===== config.mk =====
export PLATFORM = sky130hd
export DESIGN_NAME = stream_rr_sched_flat
export DESIGN_NICKNAME = d
export VERILOG_FILES = /design/src/rtl/stream_rr_sched_if.sv /design/src/rtl/stream_rr_sched.sv /design/src/flat_wrapper.sv
export SDC_FILE = /design/constraint.sdc
export NUM_CORES = 1
export LEC_CHECK = 0
export ABC_AREA = 1
export BUFFER_PORTS_ARGS = -buffer_cell sky130_fd_sc_hd__buf_2
export CAP_MARGIN = 20
export CORE_ASPECT_RATIO = 0.6
export CORE_MARGIN = 5
export CORE_UTILIZATION = 49
export DETAILED_ROUTE_END_ITERATION = 10
export PLACE_DENSITY_LB_ADDON = 0.15
export SYNTH_ARGS = -nofsm -noshare
export SYNTH_HDL_FRONTEND = slang
export SYNTH_SLANG_ARGS = --single-unit

===== constraint.sdc =====
create_clock -name clk -period 2.3 [get_ports clk]
set_clock_uncertainty 0.1 [all_clocks]
set_input_delay 0.69 -clock clk [delete_from_list [all_inputs] [get_ports clk]]
set_output_delay 0.69 -clock clk [all_outputs]
set_load 0.02 [all_outputs]

===== src/rtl/stream_rr_sched_if.sv =====
// Scheduler channel bundle: producer-side req/ack/data plus the single
// downstream req/ack channel and status outputs.
interface stream_rr_sched_if #(
  parameter int DWIDTH     = 16,
  parameter int NR_STREAMS = 16,
  parameter int IWIDTH     = 4
);
  logic [NR_STREAMS-1:0]        stream_en;
  logic [NR_STREAMS-1:0]        req_in;
  logic [NR_STREAMS-1:0]        ack_in;
  logic [NR_STREAMS*DWIDTH-1:0] data_in;
  logic                         req_out;
  logic                         ack_out;
  logic [DWIDTH-1:0]            data_out;
  logic [IWIDTH-1:0]            idx_out;
  logic                         frame_end;
  logic [15:0]                  skip_cnt;

  // scheduler side
  modport master (
    input  stream_en, ack_in, data_in, ack_out,
    output req_in, req_out, data_out, idx_out, frame_end, skip_cnt
  );

  // producers/consumer side
  modport slave (
    output stream_en, ack_in, data_in, ack_out,
    input  req_in, req_out, data_out, idx_out, frame_end, skip_cnt
  );
endinterface


===== src/rtl/stream_rr_sched.sv =====
// Round-robin scheduler: fetches one word per enabled stream in index order
// and forwards it with its stream index on a single req/ack channel. Streams
// that do not answer within TIMEOUT cycles are skipped and counted.
module stream_rr_sched #(
  parameter int DWIDTH     = 16,
  parameter int NR_STREAMS = 16,
  parameter int IWIDTH     = 4,
  parameter int TIMEOUT    = 64
) (
  input  logic              clk,
  input  logic              rst,
  stream_rr_sched_if.master bus
);

  typedef enum logic [1:0] {IDLE, FETCH, SEND} state_t;

  localparam logic [IWIDTH-1:0] LAST_PTR = IWIDTH'(NR_STREAMS - 1);
  localparam logic [31:0]       WAIT_END = (TIMEOUT == 0) ? 32'd0 : 32'(TIMEOUT - 1);

  state_t                          state_q, state_d;
  logic [IWIDTH-1:0]               ptr_q, ptr_d;
  logic [31:0]                     wait_cnt_q, wait_cnt_d;
  logic [NR_STREAMS-1:0]           req_in_q, req_in_d;
  logic                            req_out_q, req_out_d;
  logic [DWIDTH-1:0]               data_out_q, data_out_d;
  logic [IWIDTH-1:0]               idx_out_q, idx_out_d;
  logic                            frame_end_q, frame_end_d;
  logic [15:0]                     skip_cnt_q, skip_cnt_d;

  logic [NR_STREAMS-1:0][DWIDTH-1:0] data_arr;
  logic [IWIDTH-1:0]                 ptr_nxt;
  logic                              ptr_wrap;

  assign data_arr = bus.data_in;
  assign ptr_wrap = (ptr_q == LAST_PTR);
  assign ptr_nxt  = ptr_wrap ? '0 : ptr_q + 1'b1;

  // Next-state and next-output logic for the IDLE/FETCH/SEND walk.
  always_comb begin
    state_d     = state_q;
    ptr_d       = ptr_q;
    wait_cnt_d  = wait_cnt_q;
    req_in_d    = req_in_q;
    req_out_d   = req_out_q;
    data_out_d  = data_out_q;
    idx_out_d   = idx_out_q;
    frame_end_d = 1'b0;
    skip_cnt_d  = skip_cnt_q;
    case (state_q)
      IDLE: begin
        // mask is only looked at here; disabled streams cost one cycle each
        if (bus.stream_en[ptr_q]) begin
          req_in_d        = '0;
          req_in_d[ptr_q] = 1'b1;
          wait_cnt_d      = '0;
          state_d         = FETCH;
        end else begin
          ptr_d       = ptr_nxt;
          frame_end_d = ptr_wrap;
        end
      end
      FETCH: begin
        // only the addressed stream's ack counts
        if (bus.ack_in[ptr_q]) begin
          data_out_d = data_arr[ptr_q];
          idx_out_d  = ptr_q;
          req_in_d   = '0;
          req_out_d  = 1'b1;
          state_d    = SEND;
        end else if (TIMEOUT != 0 && wait_cnt_q == WAIT_END) begin
          req_in_d    = '0;
          skip_cnt_d  = (skip_cnt_q == 16'hFFFF) ? skip_cnt_q : skip_cnt_q + 16'd1;
          ptr_d       = ptr_nxt;
          frame_end_d = ptr_wrap;
          state_d     = IDLE;
        end else begin
          wait_cnt_d = wait_cnt_q + 32'd1;
        end
      end
      SEND: begin
        // word held stable until the consumer takes it
        if (bus.ack_out) begin
          req_out_d   = 1'b0;
          data_out_d  = '0;
          ptr_d       = ptr_nxt;
          frame_end_d = ptr_wrap;
          state_d     = IDLE;
        end
      end
      default: state_d = IDLE;
    endcase
  end

  // State and registered outputs; synchronous reset.
  always_ff @(posedge clk) begin
    if (rst) begin
      state_q     <= IDLE;
      ptr_q       <= '0;
      wait_cnt_q  <= '0;
      req_in_q    <= '0;
      req_out_q   <= 1'b0;
      data_out_q  <= '0;
      idx_out_q   <= '0;
      frame_end_q <= 1'b0;
      skip_cnt_q  <= '0;
    end else begin
      state_q     <= state_d;
      ptr_q       <= ptr_d;
      wait_cnt_q  <= wait_cnt_d;
      req_in_q    <= req_in_d;
      req_out_q   <= req_out_d;
      data_out_q  <= data_out_d;
      idx_out_q   <= idx_out_d;
      frame_end_q <= frame_end_d;
      skip_cnt_q  <= skip_cnt_d;
    end
  end

  assign bus.req_in    = req_in_q;
  assign bus.req_out   = req_out_q;
  assign bus.data_out  = data_out_q;
  assign bus.idx_out   = idx_out_q;
  assign bus.frame_end = frame_end_q;
  assign bus.skip_cnt  = skip_cnt_q;

endmodule


===== src/flat_wrapper.sv =====
// flat-port wrapper written by rule: the top's interface ports become plain ports
module stream_rr_sched_flat 
#(
  parameter int DWIDTH     = 16,
  parameter int NR_STREAMS = 16,
  parameter int IWIDTH     = 4,
  parameter int TIMEOUT    = 64
)
  (clk, rst, bus_stream_en, bus_ack_in, bus_data_in, bus_ack_out, bus_req_in, bus_req_out, bus_data_out, bus_idx_out, bus_frame_end, bus_skip_cnt);
  stream_rr_sched_if #(.DWIDTH(DWIDTH), .NR_STREAMS(NR_STREAMS), .IWIDTH(IWIDTH)) bus_i ();
  input  logic clk;
  input  logic rst;
  input wire logic [$bits(bus_i.stream_en)-1:0] bus_stream_en;
  input wire logic [$bits(bus_i.ack_in)-1:0] bus_ack_in;
  input wire logic [$bits(bus_i.data_in)-1:0] bus_data_in;
  input wire logic [$bits(bus_i.ack_out)-1:0] bus_ack_out;
  output wire logic [$bits(bus_i.req_in)-1:0] bus_req_in;
  output wire logic [$bits(bus_i.req_out)-1:0] bus_req_out;
  output wire logic [$bits(bus_i.data_out)-1:0] bus_data_out;
  output wire logic [$bits(bus_i.idx_out)-1:0] bus_idx_out;
  output wire logic [$bits(bus_i.frame_end)-1:0] bus_frame_end;
  output wire logic [$bits(bus_i.skip_cnt)-1:0] bus_skip_cnt;
  assign bus_i.stream_en = bus_stream_en;
  assign bus_i.ack_in = bus_ack_in;
  assign bus_i.data_in = bus_data_in;
  assign bus_i.ack_out = bus_ack_out;
  assign bus_req_in = bus_i.req_in;
  assign bus_req_out = bus_i.req_out;
  assign bus_data_out = bus_i.data_out;
  assign bus_idx_out = bus_i.idx_out;
  assign bus_frame_end = bus_i.frame_end;
  assign bus_skip_cnt = bus_i.skip_cnt;
  stream_rr_sched #(.DWIDTH(DWIDTH), .NR_STREAMS(NR_STREAMS), .IWIDTH(IWIDTH), .TIMEOUT(TIMEOUT)) u_core (.clk(clk), .rst(rst), .bus(bus_i));
endmodule

==> flow_summary.yaml <==
status:
  status: "finished, final reports clean"
clock_network:
  post_cts_buffers: 0
  clk_latency_ps: 340
  cts_tree: "built"
  cts_buffer_depth: 2
  cts_buffers: 9
  htree_levels: 3
  cts_root_buffer: "clkbuf_16"
  cts.sinks: 92
  cts_hold_buf: 0
  cts_resized: 0
  path_clk_slew_ps: 70
grt:
  grt_usage_pct: 33.4
  grt_pass1_wl_um: 49100
  grt.overflow.total: 0
  grt_max_degree: 99
  antenna_found_initial: 1
  grt_pass1_vias: 9143
sta:
  worstMarginPinSlew_ps: 561
  period_minus_slack_ps: 2120
  finalSetupViolations: 0
  holdWs_ps: 360
  drv_slew: 0
  max_freq_mhz: 473
  relSlewSlack_pct: 62.3
  final-hold-violation-count: 0
  rsz0062_at_grt: "false"
  worst_slack_ps: 184
  fin_crit_sh_pct: 92.0
synthesis:
  synth.distinct_cells: 32
  yosys-top-cells-count: "344 x nand2_1, 236 x nor2_1, 128 x o21ai_0"
  synth_ff_type: "dfxtp_1"
  synth_nets: 1650
  synthSimpleGateAreaFrac_pct: 41.1
  syn_area_um2: 7740
  yosysTopAreaCell: "dfxtp_1"
  synth_xor_area_share_pct: 3.85
  synth_top_family_by_area: "simple AND/OR/NAND/NOR gates"
  synth_compound_area_share_pct: 19.3
  avgSynthCellArea_um2: 5.72
  synthMuxAreaShare_pct: 0
  yosys_warnings: 0
  synthCells: 1353
  ys_seq_elements: 92
  synth_fa_ha_area_share_pct: 0.969
  yosysTopAreaCellShare_pct: 23.8
  synth_seq_area_share_pct: 23.8
  synth_edf_count: 0
  synth.most_common_cell: "nand2_1"
  synth_area_leaders: "dfxtp_1 24%, nand2_1 17%, nor2_1 11%"
  async_flop_share_pct: 0
die:
  ioPinCount: 345
  core_area_um2: 15400
  die_h_um: 107
  die_area_um2: 18500
  num_rows: 35
  die_w_um: 172
  start_util_pct: 50.2
job:
  drv_cap: 0
routing:
  wl_um: 32100
  drc: 0
  first_pass_iters: 5
  drt_iter0_drc: 1179
  vias: 10302
  ant_nets: 0
  vias_per_cell: 5.51
  wl_per_cell_um: 17.2
worst_setup_path:
  crit_top_cell: "nand2_1"
  r2r_start: "u_core.ptr_q[2]"
  worstSetupPathType: "flop to flop"
  cp.arrival_ps: 2250
  start_kind: "flop"
  r2r-end: "u_core.bus.req_in[11]"
  path_max_fanout: 18
  reg2regPathDepth: 8
  slowest_stage: "nor2_4"
  slowest_delay_ps: 460
  worstSetupStartpoint: "u_core.ptr_q[2]"
  cp_cell_sequence: "nor2_4 > nand2_1 > nand2_1 > nor2_2 > nand2_4 > nand3_4 > a21oi_1 > nor2_1"
  r2r_slack_ps: 180
  path_delay_family: "simple AND/OR/NAND/NOR gates"
  crit_buf_inv: 0
  critPathRequiredTime_ps: 2440
  cp-end-kind: "flop"
min_path:
  min_path_cells: 2
  hold_class: "flop to flop"
  hold_end: "u_core.bus.data_out[4]"
  holdCritStartpoint: "u_core.bus.data_out[4]"
place:
  dp_slack_ps: -60.5
  port_buffers: 344
  gp_congestion: 1.00
  postPlaceCellArea_um2: 9680
  dp_hpwl_um: 25200
power:
  power_w: 0.00952
  p_leak_nw: 4.56
  ir_worst_vdd_mv: 0.669
  power.density_nw_per_um2: 954
layout:
  n_antenna_cell: 0
  fin_area_um2: 9980
  drive_gt1_share_pct: 26.1
  areaGrowthSynthToFinish_pct: 28.8
  fin_util_pct: 64.7
  fillCellCount: 1473
  nets: 1957
layout make-up:
class                      instances  area [um^2]  area share [%]
clock buffer                      12          256            2.57
clock inverter                     4         32.5           0.326
inverter                         103          389            3.90
multi-input combinational       1068         5060            50.7
sequential                        92         1850            18.5
tap                              203          254            2.55
timing repair buffer             386         2140            21.4
power breakdown:
group / switching [W] / total [W] / internal [W] / leakage [nW]
Clock: 0.000670 / 0.00147 / 0.000800 / 0.135
Sequential: 0.000155 / 0.00197 / 0.00181 / 0.747
Combinational: 0.00405 / 0.00608 / 0.00203 / 3.68
registers in the layout, summed over array words and instances, names as in the netlist:
register,cells
u_core.ptr_q,4
u_core.bus.req_in,16
u_core.wait_cnt_q,32
u_core.state_q,2
u_core.bus.frame_end,1
u_core.bus.skip_cnt,16
u_core.bus.idx_out,4
u_core.bus.req_out,1
u_core.bus.data_out,16
cells in the final DEF (no fill, tap or decap), drive strengths merged, types with 6 or more instances in the layout:
cell type	netlist	layout
xor2	31	31
nor3	24	24
o22ai	64	64
nand4	51	51
ha	6	6
inv	103	104
dfxtp	92	92
nor2	247	247
nand2	349	349
buf	40	386
clkbuf	50	12
nand3	74	74
o21ai	138	138
a21oi	75	75
cell families after synthesis:
kind of cell | Yosys count
simple gates | 749
compound gates | 279
flops | 92
buf+inv | 193
xor+xnor | 34
fa+ha+maj | 6
tightest hold or removal path, stage by stage, from the launching register on:
cell	delay [ps]
dfxtp_1	310
nand2_1	60
a21oi_1	50
metal layers:
| metal | wire, um | share of wire (%) | global-route usage (%) | vias up |
|---|---|---|---|---|
| met5 | 13 | 0.041 | 0 | - |
| met4 | 526 | 1.6 | 6.00 | 2 |
| met3 | 3670 | 11 | 9.47 | 46 |
| met2 | 13600 | 42 | 49.2 | 572 |
| met1 | 14300 | 45 | 48.7 | 4610 |
| li1 | - | - | - | 5072 |
metrics by stage:
step	TNS [ps]	std cells
floorplan	0	1353
global placement	-5.89	1852
detailed placement	-688	1852
CTS	0	1868
global route	0	1868
finish	0	1868
how the worst max path moves through the flow:
stage | endpoint | depth (start not counted) | slack, ps
after floorplan | u_core.wait_cnt_q[21] | 13 | 320
after global placement | u_core.bus.skip_cnt[15] | 12 | -4
after detailed placement | u_core.bus.skip_cnt[5] | 12 | -60
after CTS | u_core.bus.skip_cnt[2] | 8 | 150
after global routing | u_core.bus.skip_cnt[2] | 11 | 40
final | u_core.bus.req_in[11] | 8 | 180
(Power assumes the default switching activity.)
